`config.mk`:
```
export PLATFORM = sky130hd
export DESIGN_NAME = fsqrt_share_arbiter_flat
export DESIGN_NICKNAME = d
export VERILOG_FILES = /design/src/rtl/fsqrt_share_if.sv /design/src/rtl/fsqrt_share_arbiter.sv /design/src/flat_wrapper.sv
export SDC_FILE = /design/constraint.sdc
export NUM_CORES = 1
export LEC_CHECK = 0
export BUFFER_PORTS_ARGS = -buffer_cell sky130_fd_sc_hd__buf_4
export CAP_MARGIN = 20
export CORE_ASPECT_RATIO = 1.2
export CORE_MARGIN = 2
export CORE_UTILIZATION = 28
export CTS_BUF_LIST = sky130_fd_sc_hd__clkbuf_8
export DETAILED_ROUTE_END_ITERATION = 7
export PLACE_DENSITY_LB_ADDON = 0.1
export SLEW_MARGIN = 10
export SYNTH_ARGS = -nofsm -noshare
export SYNTH_HDL_FRONTEND = slang
export SYNTH_SLANG_ARGS = --single-unit
export TNS_END_PERCENT = 20
```
`constraint.sdc`:
```
create_clock -name clk -period 7.88 [get_ports clk]
set_input_delay 0.394 -clock clk [delete_from_list [all_inputs] [get_ports clk]]
set_output_delay 0.394 -clock clk [all_outputs]
set_load 0.01 [all_outputs]
```
`src/rtl/fsqrt_share_if.sv`:
```
// Request/response bus between shader ALU lanes and the shared square-root arbiter.
// Handshake: an op on lane i transfers on a clock edge where req_valid[i] & req_ready[i] is 1.
// req_a lane i must stay stable until that edge. resp_valid is a one-hot, one-cycle pulse and
// cannot be back-pressured. resp_data and resp_nan are meaningful only while resp_valid != 0.
interface fsqrt_share_if #(
    parameter int NUM_REQ = 4
);
    logic [NUM_REQ-1:0]    req_valid;
    logic [NUM_REQ*32-1:0] req_a;
    logic [NUM_REQ-1:0]    req_ready;
    logic [NUM_REQ-1:0]    resp_valid;
    logic [31:0]           resp_data;
    logic                  resp_nan;

    modport master (
        output req_valid, req_a,
        input  req_ready, resp_valid, resp_data, resp_nan
    );

    modport slave (
        input  req_valid, req_a,
        output req_ready, resp_valid, resp_data, resp_nan
    );
endinterface

```
`src/rtl/fsqrt_share_arbiter.sv`:
```
// Round-robin sharing of one fixed-latency pipelined Float_Sqrt among NUM_REQ lanes, with a tag
// pipe that routes results back. Optional macro FSQRT_NEG_NAN_EN forces NaN for negative operands.
module fsqrt_share_arbiter #(
    parameter int NUM_REQ = 4,
    parameter int SQ_LAT  = 5
) (
    input  logic        clk,
    input  logic        areset,
    fsqrt_share_if.slave bus,
    input  logic        flush,
    output logic        sqrt_en,
    output logic [31:0] sqrt_a,
    input  logic [31:0] sqrt_q,
    output logic        busy,
    output logic [1:0]  dbg_state
);
    localparam int PW = (NUM_REQ > 1) ? $clog2(NUM_REQ) : 1;
    localparam int CW = $clog2(SQ_LAT + 2);

    typedef enum logic [1:0] {
        IDLE   = 2'd0,
        ACTIVE = 2'd1,
        DRAIN  = 2'd2
    } state_t;

    state_t state, state_next;

    logic [PW-1:0]      rr_ptr;
    logic [NUM_REQ-1:0] grant;
    logic               found;
    logic [PW-1:0]      win_id;
    int                 idx;
    logic [31:0]        win_a;
    logic               hs;

    logic [SQ_LAT:0]    tag_v;
    logic [PW-1:0]      tag_id [SQ_LAT+1];
    logic               any_v;
    logic               cap;
    logic [NUM_REQ-1:0] cap_oh;

    logic [CW-1:0]      count;
    logic [NUM_REQ-1:0] resp_valid_q;
    logic [31:0]        resp_data_q;

    // Search starts at rr_ptr and wraps; the first requesting lane wins.
    always_comb begin
        grant  = '0;
        found  = 1'b0;
        win_id = '0;
        idx    = 0;
        for (int k = 0; k < NUM_REQ; k++) begin
            idx = int'(rr_ptr) + k;
            if (idx >= NUM_REQ) begin
                idx = idx - NUM_REQ;
            end
            if (!found && bus.req_valid[idx]) begin
                found      = 1'b1;
                grant[idx] = 1'b1;
                win_id     = idx[PW-1:0];
            end
        end
    end

    assign bus.req_ready = (flush || areset) ? '0 : grant;
    assign hs            = found & ~flush & ~areset;
    assign win_a         = bus.req_a[int'(win_id)*32 +: 32];

    assign any_v = |tag_v;
    assign cap   = tag_v[SQ_LAT];

    always_comb begin
        cap_oh                 = '0;
        cap_oh[tag_id[SQ_LAT]] = 1'b1;
    end

    // FSM next state; flush always forces IDLE.
    always_comb begin
        state_next = state;
        case (state)
            IDLE: begin
                if (hs) state_next = ACTIVE;
            end
            ACTIVE: begin
                if (!hs) state_next = any_v ? DRAIN : IDLE;
            end
            DRAIN: begin
                if (hs)          state_next = ACTIVE;
                else if (!any_v) state_next = IDLE;
            end
            default: state_next = IDLE;
        endcase
        if (flush) state_next = IDLE;
    end

    always_ff @(posedge clk or posedge areset) begin
        if (areset) begin
            state <= IDLE;
        end else begin
            state <= state_next;
        end
    end

`ifdef FSQRT_NEG_NAN_EN
    logic [SQ_LAT:0] tag_n;
    logic            resp_nan_q;
    logic            win_neg;

    // -0.0 is a legal operand for sqrt and is passed through unflagged.
    assign win_neg = win_a[31] & (|win_a[30:0]);
`endif

    always_ff @(posedge clk or posedge areset) begin
        if (areset) begin
            rr_ptr       <= '0;
            sqrt_en      <= 1'b0;
            sqrt_a       <= '0;
            tag_v        <= '0;
            count        <= '0;
            resp_valid_q <= '0;
            resp_data_q  <= '0;
            for (int k = 0; k <= SQ_LAT; k++) begin
                tag_id[k] <= '0;
            end
`ifdef FSQRT_NEG_NAN_EN
            tag_n      <= '0;
            resp_nan_q <= 1'b0;
`endif
        end else if (flush) begin
            sqrt_en      <= 1'b0;
            sqrt_a       <= '0;
            tag_v        <= '0;
            count        <= '0;
            resp_valid_q <= '0;
`ifdef FSQRT_NEG_NAN_EN
            tag_n      <= '0;
            resp_nan_q <= 1'b0;
`endif
        end else begin
            sqrt_en <= (state_next != IDLE);
            sqrt_a  <= hs ? win_a : 32'h0;
            if (hs) begin
                rr_ptr <= (win_id == PW'(NUM_REQ - 1)) ? '0 : win_id + 1'b1;
            end

            // Stage 0 loads with sqrt_a; later stages move only when the unit's pipe moves.
            tag_v[0]  <= hs;
            tag_id[0] <= win_id;
            for (int k = 1; k <= SQ_LAT; k++) begin
                tag_v[k]  <= sqrt_en ? tag_v[k-1] : 1'b0;
                tag_id[k] <= tag_id[k-1];
            end

            resp_valid_q <= cap ? cap_oh : '0;
            if (cap) begin
`ifdef FSQRT_NEG_NAN_EN
                resp_data_q <= tag_n[SQ_LAT] ? 32'h7FC0_0000 : sqrt_q;
`else
                resp_data_q <= sqrt_q;
`endif
            end

            case ({hs, cap})
                2'b10:   count <= count + 1'b1;
                2'b01:   count <= count - 1'b1;
                default: count <= count;
            endcase

`ifdef FSQRT_NEG_NAN_EN
            tag_n[0] <= hs & win_neg;
            for (int k = 1; k <= SQ_LAT; k++) begin
                tag_n[k] <= sqrt_en ? tag_n[k-1] : 1'b0;
            end
            resp_nan_q <= cap & tag_n[SQ_LAT];
`endif
        end
    end

    assign bus.resp_valid = resp_valid_q;
    assign bus.resp_data  = resp_data_q;
`ifdef FSQRT_NEG_NAN_EN
    assign bus.resp_nan   = resp_nan_q;
`else
    assign bus.resp_nan   = 1'b0;
`endif

    assign busy      = (count != '0) | (state != IDLE);
    assign dbg_state = state;
endmodule

```
`src/flat_wrapper.sv`:
```
// flat-port wrapper written by rule: the top's interface ports become plain ports
module fsqrt_share_arbiter_flat 
#(
    parameter int NUM_REQ = 4,
    parameter int SQ_LAT  = 5
)
  (clk, areset, flush, sqrt_en, sqrt_a, sqrt_q, busy, dbg_state, bus_req_valid, bus_req_a, bus_req_ready, bus_resp_valid, bus_resp_data, bus_resp_nan);
  fsqrt_share_if #(.NUM_REQ(NUM_REQ)) bus_i ();
  input  logic clk;
  input  logic areset;
  input  logic flush;
  output logic sqrt_en;
  output logic [31:0] sqrt_a;
  input  logic [31:0] sqrt_q;
  output logic busy;
  output logic [1:0] dbg_state;
  input wire logic [$bits(bus_i.req_valid)-1:0] bus_req_valid;
  input wire logic [$bits(bus_i.req_a)-1:0] bus_req_a;
  output wire logic [$bits(bus_i.req_ready)-1:0] bus_req_ready;
  output wire logic [$bits(bus_i.resp_valid)-1:0] bus_resp_valid;
  output wire logic [$bits(bus_i.resp_data)-1:0] bus_resp_data;
  output wire logic [$bits(bus_i.resp_nan)-1:0] bus_resp_nan;
  assign bus_i.req_valid = bus_req_valid;
  assign bus_i.req_a = bus_req_a;
  assign bus_req_ready = bus_i.req_ready;
  assign bus_resp_valid = bus_i.resp_valid;
  assign bus_resp_data = bus_i.resp_data;
  assign bus_resp_nan = bus_i.resp_nan;
  fsqrt_share_arbiter #(.NUM_REQ(NUM_REQ), .SQ_LAT(SQ_LAT)) u_core (.clk(clk), .areset(areset), .bus(bus_i), .flush(flush), .sqrt_en(sqrt_en), .sqrt_a(sqrt_a), .sqrt_q(sqrt_q), .busy(busy), .dbg_state(dbg_state));
endmodule
```
==> results.txt, run 1 <==
final hold vios: 0
via density per instance: 4.91
WL final: 13.6 mm
TritonCTS clock tree: done
most frequent CP cell: ha_1
hold buffer count at cts: 1
die height: 145 microns
Syn Inst Count: 384
CP Cell Sequence: inv_1 -> ha_1 -> mux4_2 -> nor2b_4 -> nand2b_1 -> a22o_2 -> ha_1 -> nand2_1 -> o21ai_0
Post-synth EDFFs: 0
final core utilization: 42.2%
first-pass GRT wire length: 20.9 mm
WP buf/inv: 1
Worst Path Required: 8130 ps
max incr delay on CP: 840 ps
Worst Max-Slew Pin Slew: 1070 ps
RSZ-0062 raised after global routing: false
maximum clock path buffer count: 2
period utilization: 49.3%
Power Total: 1.82 mW
max-slew violation count: 0
ys async rst share: 100%
CP endpoint kind: register
number of remaining DRC errors: 0
initial core utilization: 28.7%
total CTS buffers: 9
Max-slew headroom: 28.5%
post-route cell area: 0.00684 sq mm
Setup WS post-layout: 4000 ps
vias in the first global route: 4086
post-synthesis cell type count: 41
maximum vdd drop: 0.000150 V
critical path class: reg -> reg
largest net degree at the start of global routing: 75
NumNets Final: 781
crit path time final: 3880 ps
Rows: 51
chip width: 122 microns
setup TNS: 0 ps
initial antenna violation count: 0
initial DRC count: 136
post-place instance area: 0.00663 sq mm
Post CTS Setup Buffer Count: 0
die area: 0.0176 sq mm
startpoint class of the critical path: register
HPWL Detailed: 10.0 mm
WL/cell: 16.5 microns
GPL Wtd Cong: 0.747
Achievable Freq: 257 MHz
syn_nets: 558
# port buffers: 242
Top delay family on crit path: compound AO/OA/AOI/OAI gates
clock skew: 10.1 ps
fraction of layout instances using a drive strength above 1: 51.8%
pre-CTS WS: 3940 ps
CTS resizes: 0
clk sinks: 94
Synth Cell Area: 0.00464 sq mm
max cap viols: 0
IO Pins: 244
flops & latches, synth: 94
GR Overflow Total: 0
PD cells: 266 mW/mm^2
dominant synthesized flop cell: dfrtp_1
GRT Total Usage: 15.1%
area delta synth->final: 47.4%
via count: 4046
Clock transition at path regs: 100 ps
sequential area share after synthesis: 50.6%
critical path fanouts, max: 35
Lkg Pwr: 3.31 nW
CP arrival: 4130 ps
Worst-Skew Late Latency: 360 ps
Synthesis Warnings: 0
core area: 0.0162 sq mm
outcome: finished, final reports clean
DR pass1 iterations: 4
hold crit path type: in -> reg
Root Driver: clkbuf_8
Final ANT Viol Nets: 0
CTS H-Tree Depth: 3
CP max stage cell: a22o_2
final setup vio count: 0
syn avg cell area: 12.1 sq um
ANT cells: 0
-- per-layer routing --
| layer | GRT usage, % | part of all wire (%) | wire length [microns] | vias up |
|---|---|---|---|---|
| met4 | 6.32 | 2.3 | 316 | 0 |
| met2 | 25.3 | 48 | 6550 | 182 |
| li1 | - | - | - | 1928 |
| met1 | 18.0 | 41 | 5550 | 1918 |
| met5 | 0 | 0 | 0 | - |
| met3 | 4.40 | 8.5 | 1150 | 18 |
-- sequential cells by signal (all words and copies together) (netlist names) --
name	flops
u_core.tag_v	6
u_core.dbg_state	2
u_core.count	3
u_core.rr_ptr	2
u_core.sqrt_a	32
u_core.bus.resp_valid	4
u_core.sqrt_en	1
u_core.bus.resp_data	32
u_core.tag_id	12
-- Yosys cell counts (2+ instances only) --
library cell	number	area, sq um
a211oi_1	2	15.0
a21oi_1	9	45.0
a221oi_1	4	35.0
a22oi_1	4	30.0
a32oi_1	64	561
and2_1	5	31.3
and3_1	2	12.5
buf_2	8	40.0
buf_4	5	37.5
clkbuf_1	21	78.8
dfrtp_1	94	2350
ha_1	6	75.1
inv_1	6	22.5
mux2_2	45	507
mux2i_1	36	360
mux4_2	2	45.0
nand2_1	8	30.0
nand2b_1	2	12.5
nand3_1	5	25.0
nor2_1	22	82.6
nor2b_1	3	18.8
nor3_1	3	15.0
nor4_1	4	25.0
o21ai_0	4	20.0
o21ai_1	2	10.0
or2_2	2	12.5
or3_1	2	12.5
-- area by class of cell --
| class | instances | area (sq um) |
|---|---|---|
| inverter | 7 | 28.8 |
| multi-input combinational | 248 | 2130 |
| sequential | 94 | 2350 |
| clock buffer | 10 | 138 |
| clock inverter | 6 | 68.8 |
| timing repair buffer | 247 | 1860 |
| tap | 212 | 265 |
| fill | 1573 | 9360 |
-- cell usage in the layout (no fill, tap or decap), types with 2 or more instances in the layout --
| cell type | n |
|---|---|
| nand3_1 | 5 |
| nand2b_1 | 2 |
| buf_4 | 246 |
| a32oi_1 | 64 |
| nor2_1 | 20 |
| and3_1 | 2 |
| or3_1 | 2 |
| nor3_1 | 3 |
| clkbuf_8 | 10 |
| a21oi_1 | 9 |
| nand2_1 | 8 |
| a211oi_1 | 2 |
| or2_2 | 2 |
| ha_1 | 6 |
| o21ai_0 | 4 |
| nor4_1 | 4 |
| inv_6 | 2 |
| nor2b_1 | 3 |
| a22oi_1 | 4 |
| dfrtp_1 | 94 |
| inv_1 | 6 |
| mux2_2 | 45 |
| a221oi_1 | 4 |
| mux2i_1 | 36 |
| o21ai_1 | 2 |
| mux4_2 | 2 |
| and2_1 | 5 |
| nor2_4 | 3 |
| clkinv_4 | 2 |
-- power breakdown --
| part | internal (mW) | leakage [nW] | switching, mW |
|---|---|---|---|
| sequential | 0.591 | 1.24 | 0.0639 |
| combinational | 0.393 | 1.96 | 0.440 |
| clock | 0.158 | 0.109 | 0.174 |
-- cells by family after synthesis --
| group | Yosys count | share of synthesized area [%] |
|---|---|---|
| and+or+nand+nor | 62 | 6.71 |
| AOI/OAI and AO/OA | 93 | 16.2 |
| adders and majority gates | 7 | 2.05 |
| DFF | 94 | 50.6 |
| xor gates and xnor gates | 2 | 0.673 |
| other | 1 | 0.0807 |
| buffers and inverters | 42 | 4.01 |
| muxes | 83 | 19.6 |
-- through the flow --
stage	hold WS [ps]	cells
5_1_grt	223	824
2_1_floorplan	449	384
6_report	252	824
3_5_place_dp	392	807
3_3_place_gp	388	807
4_1_cts	224	824
-- worst paths after layout --
check,startpoint,endpoint,slack (ps),cells past startpoint
min reg2reg,u_core.tag_v[0],u_core.tag_v[1],490,1
max,u_core.rr_ptr[0],u_core.rr_ptr[1],4000,9
max reg2reg,u_core.rr_ptr[0],u_core.rr_ptr[1],4000,9
min,sqrt_q[28],u_core.bus.resp_data[28],250,2
max in group asynchronous,areset,u_core.sqrt_a[29],6100,4
min in group asynchronous,areset,u_core.sqrt_a[21],540,3
Note: power is estimated with default switching activity, not from simulation.
==> run 2, diff against run 1 <==
- clock period: 7.88 -> 3.98 ns (I/O delays scaled with it)
==> results.txt, run 2 (synthesis results as in run 1) <==
Power Total: 3.68 mW
GRT Total Usage: 15.2%
Rows: 51
post-route cell area: 0.00688 sq mm
fraction of layout instances using a drive strength above 1: 52.2%
critical path class: reg -> out
TritonCTS clock tree: done
clock skew: 8.36 ps
startpoint class of the critical path: register
WL final: 13.5 mm
NumNets Final: 782
setup TNS: 0 ps
grt met2 use: 25.6%
HPWL Detailed: 10.3 mm
net switching power: 1.35 mW
CTS resizes: 0
max-slew violation count: 0
Pint: 2.33 mW
Max-slew headroom: 33.4%
pre-CTS WS: 720 ps
Setup WS post-layout: 659 ps
WL/cell: 16.4 microns
initial DRC count: 148
total CTS buffers: 9
PD cells: 535 mW/mm^2
first-pass GRT wire length: 21.2 mm
post-place instance area: 0.00666 sq mm
# port buffers: 242
ANT cells: 0
# placed instances: 809
Logic pwr share: 45.4%
hold buffer count at cts: 0
met1 usage in global routing: 17.9%
outcome: finished with violations
die height: 145 microns
via density per instance: 4.93
initial core utilization: 28.7%
Root Driver: clkbuf_8
core area: 0.0162 sq mm
initial antenna violation count: 0
# fillers: 1614
M3 GR Usage: 4.05%
Worst-Skew Late Latency: 370 ps
CTS H-Tree Depth: 3
Final ANT Viol Nets: 0
die area: 0.0176 sq mm
maximum vdd drop: 0.000232 V
Lkg Pwr: 3.32 nW
clk sinks: 94
final setup vio count: 0
clock power share: 19.1%
Fin Hold WS: -3.15 ps
period utilization: 83.4%
non-filler instance count after layout: 825
Net Sw Frac: 36.6%
max cap viols: 0
maximum clock path buffer count: 2
Worst Max-Slew Pin Slew: 997 ps
hold crit path type: in -> async
final hold vios: 7
GPL Wtd Cong: 0.763
number of remaining DRC errors: 0
CP arrival: 3120 ps
critical path fanouts, max: 16
DR pass1 iterations: 5
chip width: 122 microns
final core utilization: 42.4%
failing checks: negative hold slack
Clock transition at path regs: 90 ps
IO Pins: 244
Post CTS Setup Buffer Count: 0
CP endpoint kind: output pin
most common cell after layout, fill and taps aside: buf_4
Most Used Layer, Global Route: met2
Achievable Freq: 301 MHz
sequential power share: 35.4%
commonest cells after routing, fill and taps aside: buf_4, dfrtp_1, a32oi_1
crit path time final: 3320 ps
GR Overflow Total: 0
largest net degree at the start of global routing: 65
RSZ-0062 raised after global routing: false
vias in the first global route: 4219
via count: 4067
area delta synth->final: 48.1%
Worst Path Required: 3780 ps
==> run 2: worst max-delay path, stage by stage, from the launching register on <==
cell,delay [ps]
dfrtp_1,700
inv_1,190
ha_1,480
mux4_2,630
a22oi_1,220
nor2_1,60
a221oi_1,250
nor2_1,70
buf_4,150
==> run 2: path summary, 6_finish.rpt <==
| path | start | end | slack (ps) | cells after the start |
|---|---|---|---|---|
| min in group clk | sqrt_q[30] | u_core.bus.resp_data[30] | 60 | 2 |
| max in group asynchronous | areset | u_core.bus.resp_valid[2] | 3020 | 3 |
| max | u_core.rr_ptr[0] | bus_req_ready[1] | 660 | 8 |
| min reg2reg | u_core.tag_id[11] | u_core.tag_id[11] | 490 | 2 |
| min | areset | u_core.rr_ptr[0] | -3 | 2 |
| max reg2reg | u_core.rr_ptr[0] | u_core.count[1] | 730 | 11 |
==> run 2: metal layers <==
metal | vias to the layer above | routed length (microns)
met5 | - | 0
met4 | 0 | 437
met2 | 195 | 6580
met3 | 28 | 1070
li1 | 1924 | -
met1 | 1920 | 5410
==> run 2: layout make-up <==
type | count | area, sq um | area share [%]
clock buffers | 9 | 124 | 1.80
clock inverters | 7 | 98.8 | 1.44
well taps | 212 | 265 | 3.86
repair buffers | 248 | 1870 | 27.3
multi-input cells | 248 | 2130 | 31.0
flip-flops and latches | 94 | 2350 | 34.2
inverters | 7 | 28.8 | 0.418
==> run 2: power groups by stage <==
stage	registers (mW)	logic [mW]	clock network [mW]
4_1_cts	1.31	1.70	0.743
3_5_place_dp	1.33	1.69	0
6_report	1.30	1.67	0.705
5_1_grt	1.34	1.82	0.782
3_3_place_gp	1.32	1.68	0
2_1_floorplan	1.35	1.02	0
==> run 3, diff against run 2 <==
- ABC_AREA: unset -> 1
- clock period: 3.98 -> 3 ns (I/O delays scaled with it)
==> results.txt, run 3 <==
critical path fanouts, max: 7
Lkg Pwr: 4.42 nW
commonest cells after routing, fill and taps aside: buf_4, nand2_1, inv_1
total CTS buffers: 9
hold path startpoint: flush
CTS H-Tree Depth: 3
HPWL Detailed: 11.9 mm
chip width: 130 microns
hold crit path type: in -> reg
Clock transition at path regs: 100 ps
critical path class: reg -> reg
# port buffers: 242
first-pass GRT wire length: 26.5 mm
Net Sw Frac: 46.8%
dominant synthesized flop cell: dfrtp_1
maximum clock path buffer count: 2
sequential area share after synthesis: 44.0%
reg2reg path depth: 17
Synthesis Warnings: 0
crit path time final: 2650 ps
clk sinks: 94
number of remaining DRC errors: 0
clock skew: 12.9 ps
final setup vio count: 0
via count: 5143
reg-to-reg startpoint: u_core.rr_ptr[1]
Post CTS Setup Buffer Count: 0
TritonCTS clock tree: done
IO Pins: 244
syn_nets: 838
final hold vios: 0
Rows: 55
top-area cell type share of the netlist area: 44.0%
net switching power: 3.16 mW
syn avg cell area: 8.05 sq um
largest cells by area after synthesis: dfrtp_1, nand3_1, nand2_1, inv_1, mux2_2
GRT Total Usage: 16.7%
outcome: finished, final reports clean
Worst Path Required: 3270 ps
Reg area: 0.00235 sq mm
# fillers: 1950
die area: 0.0202 sq mm
end of the worst register-to-register path: u_core.count[2]
Final ANT Viol Nets: 0
largest net degree at the start of global routing: 67
most common cell in the netlist: nand2_1
M1 wire length: 6.56 mm
most common cell after layout, fill and taps aside: buf_4
fraction of layout instances using a drive strength above 1: 34.6%
WL/cell: 14.0 microns
flops & latches, synth: 94
WL final: 16.5 mm
area delta synth->final: 48.4%
flop-to-flop setup slack: 350 ps
ANT cells: 0
vias in the first global route: 5235
Syn Inst Count: 664
NumNets Final: 1095
top cells by count, synth: nand2_1, inv_1, nand3_1, dfrtp_1, a21oi_1
Pint: 3.59 mW
CP endpoint kind: register
Logic pwr share: 61.0%
clock power share: 14.1%
GPL Wtd Cong: 0.820
DR pass1 iterations: 5
ys async rst share: 100%
via density per instance: 4.35
DR WL met3: 1.59 mm
initial DRC count: 185
period utilization: 88.2%
met2 wire len: 8.10 mm
max cap viols: 0
max-slew violation count: 0
Worst Max-Slew Pin Slew: 714 ps
Worst-Skew Late Latency: 370 ps
post-synthesis cell type count: 33
Power Total: 6.76 mW
Post-synth EDFFs: 0
Synth Cell Area: 0.00535 sq mm
Achievable Freq: 378 MHz
maximum vdd drop: 0.000673 V
startpoint class of the critical path: register
Root Driver: clkbuf_8
GR Overflow Total: 0
hold path depth: 2
RSZ-0062 raised after global routing: false
core area: 0.0188 sq mm
sequential power share: 24.9%
leading area contributor after synthesis: dfrtp_1
Endpoint, Worst Hold: u_core.tag_v[3]
initial core utilization: 28.5%
setup TNS: 0 ps
PD cells: 852 mW/mm^2
initial antenna violation count: 0
die height: 155 microns
multi-input logic area: 0.00228 sq mm
Top Layer Used: met4
Max-slew headroom: 52.4%
CP arrival: 2920 ps
## run 3: cell families after synthesis
logic type	after synthesis	share of synthesized area [%]
xor+xnor	1	0.164
other cells	1	0.0702
fa+ha+maj	7	1.78
flops	94	44.0
compound gates	62	6.23
buf+inv	167	13.4
simple gates	300	27.6
mux	32	6.74
## run 3: worst max-delay path: stages (launching register included)
cell,delay [ps]
dfrtp_2,470
inv_1,180
ha_1,300
inv_1,120
nand2_1,70
nand2_1,120
inv_1,50
nand4_1,90
nand2_1,80
nand2_1,130
inv_1,70
fa_1,380
xnor2_1,150
nand3b_1,150
nand2_1,80
inv_1,30
nand2_1,40
nand2_1,40
## run 3: power groups by stage
stage	combinational (mW)	clock [mW]	sequential, mW
after floorplan	2.79	0	1.81
after global placement	4.21	0	1.70
after detailed placement	4.20	0	1.71
after CTS	4.25	0.993	1.68
after global routing	4.70	1.04	1.72
final	4.12	0.954	1.68
## run 3: how the worst max path moves through the flow
stage | startpoint | to | slack (ps) | cells past startpoint
after global routing | u_core.rr_ptr[1] | u_core.count[2] | 80 | 17
after detailed placement | u_core.rr_ptr[1] | u_core.count[2] | 290 | 16
after global placement | u_core.rr_ptr[1] | u_core.count[2] | 380 | 16
after floorplan | areset | u_core.bus.resp_data[0] | 400 | 1
after CTS | u_core.rr_ptr[1] | u_core.count[2] | 270 | 16
final | u_core.rr_ptr[1] | u_core.count[2] | 350 | 17
## run 3: area by class of cell
class	count	share of cell area [%]
Clock buffer	9	1.56
Clock inverter	6	1.17
Inverter	128	6.15
Multi-Input combinational cell	403	28.7
Sequential cell	94	29.7
Tap cell	256	4.04
Timing Repair Buffer	285	28.7
## run 3: what timing repair did
action	in CTS	in global routing
resized for setup	0	1
hold buffers	33	0
endpoints found under the setup margin	0	1
hold endpoints to repair	76	0
## run 3: per-stage QoR
step	setup slack, ps	utilization [%]	hold WS, ps	cell area [sq um]	instances
after floorplan	401	-	301	5350	664
after detailed placement	291	39.3	294	7380	1133
final	353	42.2	106	7930	1181
after CTS	274	42.2	83.2	7930	1181
after global routing	82.0	42.2	98.6	7930	1181
after global placement	376	39.3	292	7380	1133
## run 3: layer usage
| layer | vias to the layer above | global-route usage (%) |
|---|---|---|
| li1 | 2606 | - |
| met2 | 182 | 28.7 |
| met3 | 18 | 5.81 |
| met5 | - | 0 |
| met4 | 0 | 5.33 |
| met1 | 2337 | 19.5 |
